$ cat src/rtl/llc_pipe_fifo_hazard_pkg.sv
// Shared constants and helpers for the LLC inter-stage FIFO.
// Latency: n/a (declarations only).
// Backpressure: n/a.
package llc_pipe_fifo_hazard_pkg;

  // Default width of the cache set index carried alongside each stage packet.
  localparam int LLC_SET_BITS = 8;

  // Advance a circular-buffer pointer, wrapping explicitly from depth-1 to 0
  // so that non-power-of-two depths wrap correctly.
  function automatic int ptr_next(input int ptr, input int depth);
    return (ptr == depth - 1) ? 0 : ptr + 1;
  endfunction

endpackage

$ cat src/rtl/llc_pipe_fifo_hazard_if.sv
// Bundle of control, payload, status and hazard-query signals for one LLC stage FIFO.
// Latency: n/a (wires only).
// Backpressure: producer must honour full; pop on empty is flagged, not blocked.
interface llc_pipe_fifo_hazard_if
  import llc_pipe_fifo_hazard_pkg::*;
#(
  parameter int DATA_WIDTH = 32,
  parameter int SET_BITS   = LLC_SET_BITS,
  parameter int CNT_BITS   = 3
);
  logic                  flush;
  logic                  err_clr;
  logic                  push;
  logic [DATA_WIDTH-1:0] data_in;
  logic [SET_BITS-1:0]   set_in;
  logic                  pop;
  logic [DATA_WIDTH-1:0] data_out;
  logic [SET_BITS-1:0]   set_out;
  logic                  valid_out;
  logic                  full;
  logic                  empty;
  logic                  almost_full;
  logic [CNT_BITS-1:0]   usage;
  logic                  chk_valid;
  logic [SET_BITS-1:0]   chk_set;
  logic                  hazard;
  logic                  err_overflow;
  logic                  err_underflow;

  // Stage logic around the FIFO (producer, consumer and hazard querier).
  modport master (
    output flush, err_clr, push, data_in, set_in, pop, chk_valid, chk_set,
    input  data_out, set_out, valid_out, full, empty, almost_full, usage,
           hazard, err_overflow, err_underflow
  );

  // The FIFO itself.
  modport slave (
    input  flush, err_clr, push, data_in, set_in, pop, chk_valid, chk_set,
    output data_out, set_out, valid_out, full, empty, almost_full, usage,
           hazard, err_overflow, err_underflow
  );
endinterface

$ cat src/rtl/llc_set_match.sv
// Set-conflict matcher: asserts when the key equals the set of any valid entry.
// Latency: combinational.
// Backpressure: none; pure compare and OR-reduce.
module llc_set_match #(
  parameter int DEPTH    = 4,
  parameter int SET_BITS = 8
) (
  input  logic [DEPTH-1:0]               vld_i,
  input  logic [DEPTH-1:0][SET_BITS-1:0] set_i,
  input  logic [SET_BITS-1:0]            key_i,
  output logic                           match_o
);
  logic [DEPTH-1:0] hit;

  // One comparator per entry, qualified by that entry's valid bit.
  always_comb begin
    hit = '0;
    for (int i = 0; i < DEPTH; i++) begin
      hit[i] = vld_i[i] && (set_i[i] == key_i);
    end
  end

  assign match_o = |hit;
endmodule

$ cat src/rtl/llc_pipe_fifo_hazard.sv
// Inter-stage LLC FIFO with flush, almost-full, sticky errors and set-conflict check.
// Latency: 1 cycle write-to-read (first-word fall-through head); hazard is combinational.
// Backpressure: push dropped when full unless popped same cycle; pop on empty rejected.
module llc_pipe_fifo_hazard
  import llc_pipe_fifo_hazard_pkg::*;
#(
  parameter int DATA_WIDTH   = 32,
  parameter int DEPTH        = 4,
  parameter int SET_BITS     = LLC_SET_BITS,
  parameter int AFULL_THRESH = DEPTH - 1,
  parameter int HAZ_BYPASS   = 1,
  parameter int CNT_BITS     = $clog2(DEPTH + 1)
) (
  input logic                   clk,
  input logic                   rst,
  llc_pipe_fifo_hazard_if.slave fif
);
  localparam int PTR_W = (DEPTH > 1) ? $clog2(DEPTH) : 1;

  logic [PTR_W-1:0]               rd_ptr_q, rd_ptr_d;
  logic [PTR_W-1:0]               wr_ptr_q, wr_ptr_d;
  logic [CNT_BITS-1:0]            usage_q, usage_d;
  logic [DEPTH-1:0]               vld_q, vld_d;
  logic [DEPTH-1:0][SET_BITS-1:0] set_q;
  logic [DATA_WIDTH-1:0]          data_q [DEPTH];
  logic                           ovf_q, ovf_d;
  logic                           udf_q, udf_d;

  logic full, empty;
  logic push_ok, pop_ok;
  logic ovf_set, udf_set;
  logic stored_hit, bypass_hit;

  // Status comes only from registered occupancy, never from push/pop.
  assign full  = (usage_q == CNT_BITS'(DEPTH));
  assign empty = (usage_q == '0);

  // A full FIFO still accepts a push when the head leaves in the same cycle.
  assign push_ok = !fif.flush && fif.push && (!full || fif.pop);
  assign pop_ok  = !fif.flush && fif.pop && !empty;
  assign ovf_set = !fif.flush && fif.push && full && !fif.pop;
  assign udf_set = !fif.flush && fif.pop && empty;

  // Pointer, occupancy and per-entry valid next state; flush overrides push/pop.
  always_comb begin
    rd_ptr_d = rd_ptr_q;
    wr_ptr_d = wr_ptr_q;
    usage_d  = usage_q;
    vld_d    = vld_q;
    if (fif.flush) begin
      rd_ptr_d = '0;
      wr_ptr_d = '0;
      usage_d  = '0;
      vld_d    = '0;
    end else begin
      // Pop clears before push sets, so a full replace leaves the slot valid.
      if (pop_ok) begin
        vld_d[rd_ptr_q] = 1'b0;
        rd_ptr_d        = PTR_W'(ptr_next(int'(rd_ptr_q), DEPTH));
      end
      if (push_ok) begin
        vld_d[wr_ptr_q] = 1'b1;
        wr_ptr_d        = PTR_W'(ptr_next(int'(wr_ptr_q), DEPTH));
      end
      if (push_ok && !pop_ok) begin
        usage_d = usage_q + CNT_BITS'(1);
      end else if (pop_ok && !push_ok) begin
        usage_d = usage_q - CNT_BITS'(1);
      end
    end
  end

  // Sticky error flags; clear wins over a same-cycle set.
  always_comb begin
    ovf_d = fif.err_clr ? 1'b0 : (ovf_q | ovf_set);
    udf_d = fif.err_clr ? 1'b0 : (udf_q | udf_set);
  end

  // Control state registers.
  always_ff @(posedge clk or negedge rst) begin
    if (!rst) begin
      rd_ptr_q <= '0;
      wr_ptr_q <= '0;
      usage_q  <= '0;
      vld_q    <= '0;
      ovf_q    <= 1'b0;
      udf_q    <= 1'b0;
    end else begin
      rd_ptr_q <= rd_ptr_d;
      wr_ptr_q <= wr_ptr_d;
      usage_q  <= usage_d;
      vld_q    <= vld_d;
      ovf_q    <= ovf_d;
      udf_q    <= udf_d;
    end
  end

  // Payload and set storage; contents are don't-care until the valid bit is set.
  always_ff @(posedge clk) begin
    if (push_ok) begin
      data_q[wr_ptr_q] <= fif.data_in;
      set_q[wr_ptr_q]  <= fif.set_in;
    end
  end

  // Entries being popped this cycle are still in flight for the conflict check.
  llc_set_match #(
    .DEPTH    (DEPTH),
    .SET_BITS (SET_BITS)
  ) u_set_match (
    .vld_i   (vld_q),
    .set_i   (set_q),
    .key_i   (fif.chk_set),
    .match_o (stored_hit)
  );

  assign bypass_hit = (HAZ_BYPASS != 0) && push_ok && (fif.set_in == fif.chk_set);

  assign fif.hazard        = fif.chk_valid && (stored_hit || bypass_hit);
  assign fif.data_out      = empty ? '0 : data_q[rd_ptr_q];
  assign fif.set_out       = empty ? '0 : set_q[rd_ptr_q];
  assign fif.valid_out     = !empty;
  assign fif.full          = full;
  assign fif.empty         = empty;
  assign fif.almost_full   = (usage_q >= CNT_BITS'(AFULL_THRESH));
  assign fif.usage         = usage_q;
  assign fif.err_overflow  = ovf_q;
  assign fif.err_underflow = udf_q;
endmodule

$ cat src/flat_wrapper.sv
// flat-port wrapper written by rule: the top's interface ports become plain ports
module llc_pipe_fifo_hazard_flat import llc_pipe_fifo_hazard_pkg::*;
#(
  parameter int DATA_WIDTH   = 32,
  parameter int DEPTH        = 4,
  parameter int SET_BITS     = LLC_SET_BITS,
  parameter int AFULL_THRESH = DEPTH - 1,
  parameter int HAZ_BYPASS   = 1,
  parameter int CNT_BITS     = $clog2(DEPTH + 1)
)
  (clk, rst, fif_flush, fif_err_clr, fif_push, fif_data_in, fif_set_in, fif_pop, fif_chk_valid, fif_chk_set, fif_data_out, fif_set_out, fif_valid_out, fif_full, fif_empty, fif_almost_full, fif_usage, fif_hazard, fif_err_overflow, fif_err_underflow);
  llc_pipe_fifo_hazard_if #(.DATA_WIDTH(DATA_WIDTH), .SET_BITS(SET_BITS), .CNT_BITS(CNT_BITS)) fif_i ();
  input logic clk;
  input logic rst;
  input wire logic [$bits(fif_i.flush)-1:0] fif_flush;
  input wire logic [$bits(fif_i.err_clr)-1:0] fif_err_clr;
  input wire logic [$bits(fif_i.push)-1:0] fif_push;
  input wire logic [$bits(fif_i.data_in)-1:0] fif_data_in;
  input wire logic [$bits(fif_i.set_in)-1:0] fif_set_in;
  input wire logic [$bits(fif_i.pop)-1:0] fif_pop;
  input wire logic [$bits(fif_i.chk_valid)-1:0] fif_chk_valid;
  input wire logic [$bits(fif_i.chk_set)-1:0] fif_chk_set;
  output wire logic [$bits(fif_i.data_out)-1:0] fif_data_out;
  output wire logic [$bits(fif_i.set_out)-1:0] fif_set_out;
  output wire logic [$bits(fif_i.valid_out)-1:0] fif_valid_out;
  output wire logic [$bits(fif_i.full)-1:0] fif_full;
  output wire logic [$bits(fif_i.empty)-1:0] fif_empty;
  output wire logic [$bits(fif_i.almost_full)-1:0] fif_almost_full;
  output wire logic [$bits(fif_i.usage)-1:0] fif_usage;
  output wire logic [$bits(fif_i.hazard)-1:0] fif_hazard;
  output wire logic [$bits(fif_i.err_overflow)-1:0] fif_err_overflow;
  output wire logic [$bits(fif_i.err_underflow)-1:0] fif_err_underflow;
  assign fif_i.flush = fif_flush;
  assign fif_i.err_clr = fif_err_clr;
  assign fif_i.push = fif_push;
  assign fif_i.data_in = fif_data_in;
  assign fif_i.set_in = fif_set_in;
  assign fif_i.pop = fif_pop;
  assign fif_i.chk_valid = fif_chk_valid;
  assign fif_i.chk_set = fif_chk_set;
  assign fif_data_out = fif_i.data_out;
  assign fif_set_out = fif_i.set_out;
  assign fif_valid_out = fif_i.valid_out;
  assign fif_full = fif_i.full;
  assign fif_empty = fif_i.empty;
  assign fif_almost_full = fif_i.almost_full;
  assign fif_usage = fif_i.usage;
  assign fif_hazard = fif_i.hazard;
  assign fif_err_overflow = fif_i.err_overflow;
  assign fif_err_underflow = fif_i.err_underflow;
  llc_pipe_fifo_hazard #(.DATA_WIDTH(DATA_WIDTH), .DEPTH(DEPTH), .SET_BITS(SET_BITS), .AFULL_THRESH(AFULL_THRESH), .HAZ_BYPASS(HAZ_BYPASS), .CNT_BITS(CNT_BITS)) u_core (.clk(clk), .rst(rst), .fif(fif_i));
endmodule
$ cat config.mk
export PLATFORM = sky130hd
export DESIGN_NAME = llc_pipe_fifo_hazard_flat
export DESIGN_NICKNAME = d
export VERILOG_FILES = /design/src/rtl/llc_pipe_fifo_hazard_pkg.sv /design/src/rtl/llc_pipe_fifo_hazard_if.sv /design/src/rtl/llc_set_match.sv /design/src/rtl/llc_pipe_fifo_hazard.sv /design/src/flat_wrapper.sv
export SDC_FILE = /design/constraint.sdc
export NUM_CORES = 1
export LEC_CHECK = 0
export BUFFER_PORTS_ARGS = -buffer_cell sky130_fd_sc_hd__buf_4
export CAP_MARGIN = 40
export CORE_MARGIN = 2
export CORE_UTILIZATION = 34
export CTS_CLUSTER_DIAMETER = 80
export DETAILED_ROUTE_END_ITERATION = 8
export PLACE_DENSITY = 0.51
export SLEW_MARGIN = 30
export SYNTH_ARGS = -nofsm -noshare
export SYNTH_HDL_FRONTEND = slang
export SYNTH_HIERARCHICAL = 1
export SYNTH_SLANG_ARGS = --single-unit
$ cat constraint.sdc
create_clock -name clk -period 3.8 [get_ports clk]
set_clock_uncertainty 0.2 [all_clocks]
set_input_delay 0.95 -clock clk [delete_from_list [all_inputs] [get_ports clk]]
set_output_delay 0.95 -clock clk [all_outputs]
set_load 0.02 [all_outputs]
==> metrics.txt <==
Syn Inst Count 400; CP required roughly 2700 ps; multi-input logic area 2078 µm²; Final period util 0.8984; pin count of the biggest net entering global routing 44; Max transition margin 0.5973; Period minus WS final 3414 ps; GP Congestion 0.7900; commonest non-fill, non-tap cell in the layout edfxtp_1; worst-path maximum fanout 19; Setup Fix Bufs, Post-CTS 0; total track usage 0.1485; CTS tree built; Crit Reg-Reg Endpoint u_core/fif.usage[1]; Routed Antenna Nets 0; #FFs+latches synth 173; die area 22680 µm²; EDFF count, synth 160; Pwr Density 679.7 nW/µm²; WL/cell 19.95 µm; worst skew pair latency just over 400 ps; CP startpoint kind register; clock root cell clkbuf_16; area grow syn2layout 23.57%; FF-to-FF path depth 7; Initial DRC Count just under 200; initial antenna violation count 0; met2 GRT Util 0.2486; Synth Area per Inst between 15 and 20 µm²; Synth Cell Area 7306 µm²; TritonCTS buffer count 17; met3 GRT Util 0.03576; DP Wirelength 10.11 mm; grt met1 use 0.1930; busiest grt layer met2; xor/xnor cell area share of the yosys netlist 0.05155; area fraction in compound gates after synthesis 0.01490; RSZ-0062 raised after global routing false; TNS Setup 0 ps; chip height 150.6 µm; setup violators final 0; Ys Warns 6; Mapped Nets 464; core area ~21000 µm²; Reg clk slew, reported paths 60 ps; Congestion Overflow GR 0; Max H-tree Level 4; hold_buf cts 0; Max Slew Vio Count 0; Via density 4.854; Post-CTS Resized 0; diode count 0; CP Class register to output pin; Nets slightly below 600; Seq. cell area just over 5000 µm²; worst-case clock buffer depth 2; sequential area share after synthesis 0.7022; wire length of the first global-routing pass 24.35 mm; most frequent cells in the layout edfxtp_1 (160), buf_4 (112), and2_1 (42); Slew @ Worst Pin 604.1 ps; CP endpoint kind output pin; vias in the first global route between 4000 and 5000; die width 150.6 µm; fill count between 1500 and 2000; fmax ~290 MHz; DRC 0; simple-gate share of the synthesized area 0.07399; Worst Hold Class input pin to asynchronous set/reset pin; crit path from u_core/fif.usage[1]; largest family of logic cells by synthesized area multiplexers; share of layout cells above drive strength 1 0.3719; Reg2Reg Setup Slack 930 ps; detailed-route via count 3893; IO Pins 105; Rows 53; VDD IR-drop max slightly below 0.0003 V; overall power 6.136 mW; CTS Sinks 173; DRT Pass-1 Iters 6; mux share of post-synthesis cell area 0.1267; Fin. Hold Viols 0; Worst R2R Start u_core/fif.usage[1]; Final Routed Wirelength ~16 mm; Port Buffers 104; initial cell density of the core 0.3464; FFs w/ async S/R, synth 0.07514; critical path arrival ~2300 ps; max-cap violations 0; status completed; post-synthesis cell type count 36; leakage power 3.183 nW; adder-cell share of the synthesized area 0.01644; dominant synthesized flop cell edfxtp_1
==> final cells by class <==
cell class | instances | area share
Clock buffer | 17 | 0.04712
Sequential cell | 173 | 0.5688
Multi-Input combinational cell | 201 | 0.2302
Tap cell | 275 | 0.03812
Timing Repair Buffer | 114 | 0.09757
Inverter | 8 | 0.003326
Clock inverter | 14 | 0.01483
==> worst max-delay path by stage <==
stage	cells after the start	endpoint
2_1_floorplan	4	u_core/data_q[0][0]
3_3_place_gp	6	fif_hazard
3_5_place_dp	8	fif_hazard
4_1_cts	4	fif_data_out[19]
5_1_grt	4	fif_data_out[28]
6_report	4	fif_data_out[19]
==> registers in the layout, summed over array words and instances, names as in the netlist <==
| signal | flops |
|---|---|
| u_core/fif.usage | 3 |
| u_core/wr_ptr_q | 2 |
| u_core/data_q | 128 |
| u_core/rd_ptr_q | 2 |
| u_core/fif.err_underflow | 1 |
| u_core/vld_q | 4 |
| u_core/fif.err_overflow | 1 |
| u_core/set_q | 32 |
==> critical path, cell delays in order, from the launching register on <==
cell     delay [ps]
dfrtp_1         460
or3_2           720
buf_4           300
and2_1          190
buf_4           160
==> cell usage after synthesis, types with 5 or more instances <==
| cell | n | area share |
|---|---|---|
| xnor2_1 | 9 | 0.011 |
| ha_1 | 8 | 0.014 |
| inv_1 | 8 | 0.0041 |
| edfxtp_1 | 160 | 0.66 |
| nor3_1 | 5 | 0.0034 |
| nand3_1 | 5 | 0.0034 |
| dfrtp_1 | 13 | 0.045 |
| and2_1 | 46 | 0.039 |
| nor4_1 | 5 | 0.0043 |
| buf_2 | 5 | 0.0034 |
| xor2_1 | 34 | 0.041 |
| mux4_2 | 40 | 0.12 |
| nand4_1 | 6 | 0.0051 |
| clkbuf_1 | 13 | 0.0067 |
| nor2_1 | 9 | 0.0046 |
| nand2_1 | 6 | 0.0031 |
==> cells by family after synthesis <==
kind of cell,Yosys count
AND/OR/NAND/NOR,91
XOR/XNOR,43
adder cells (fa/ha/maj),9
flip-flops,173
AO/OA/AOI/OAI,16
multiplexers,42
buffers and inverters,26
==> per-stage QoR <==
step / util / cell area (µm²) / cells / setup WS, ps / hold slack, ps
floorplan: - / 7306 / 400 / 687.8 / 290.4
global placement: 0.4016 / 8468 / 771 / 527.3 / 288.4
detailed placement: 0.4016 / 8468 / 771 / 527.2 / 320.2
CTS: 0.4281 / 9027 / 802 / 323.6 / 157.7
global route: 0.4281 / 9027 / 802 / 252.4 / 165.3
finish: 0.4281 / 9027 / 802 / 386.2 / 171.3
==> power breakdown <==
part           internal (mW)  leakage, nW  total [mW]  switching, mW
registers               2.21         1.63        2.30         0.0846
clock network          0.913        0.272        1.64          0.728
logic                   1.01         1.29        2.20           1.19
total                   4.13         3.18        6.14           2.01
==> layer usage <==
metal  wire [µm]  part of all wire  vias to the layer above
met5           0                 0                        -
met4         161             0.010                        0
met3         622             0.039                       13
met2        8159              0.51                       66
met1        7052              0.44                     2032
li1            -                 -                     1782
(Power assumes the default switching activity.)
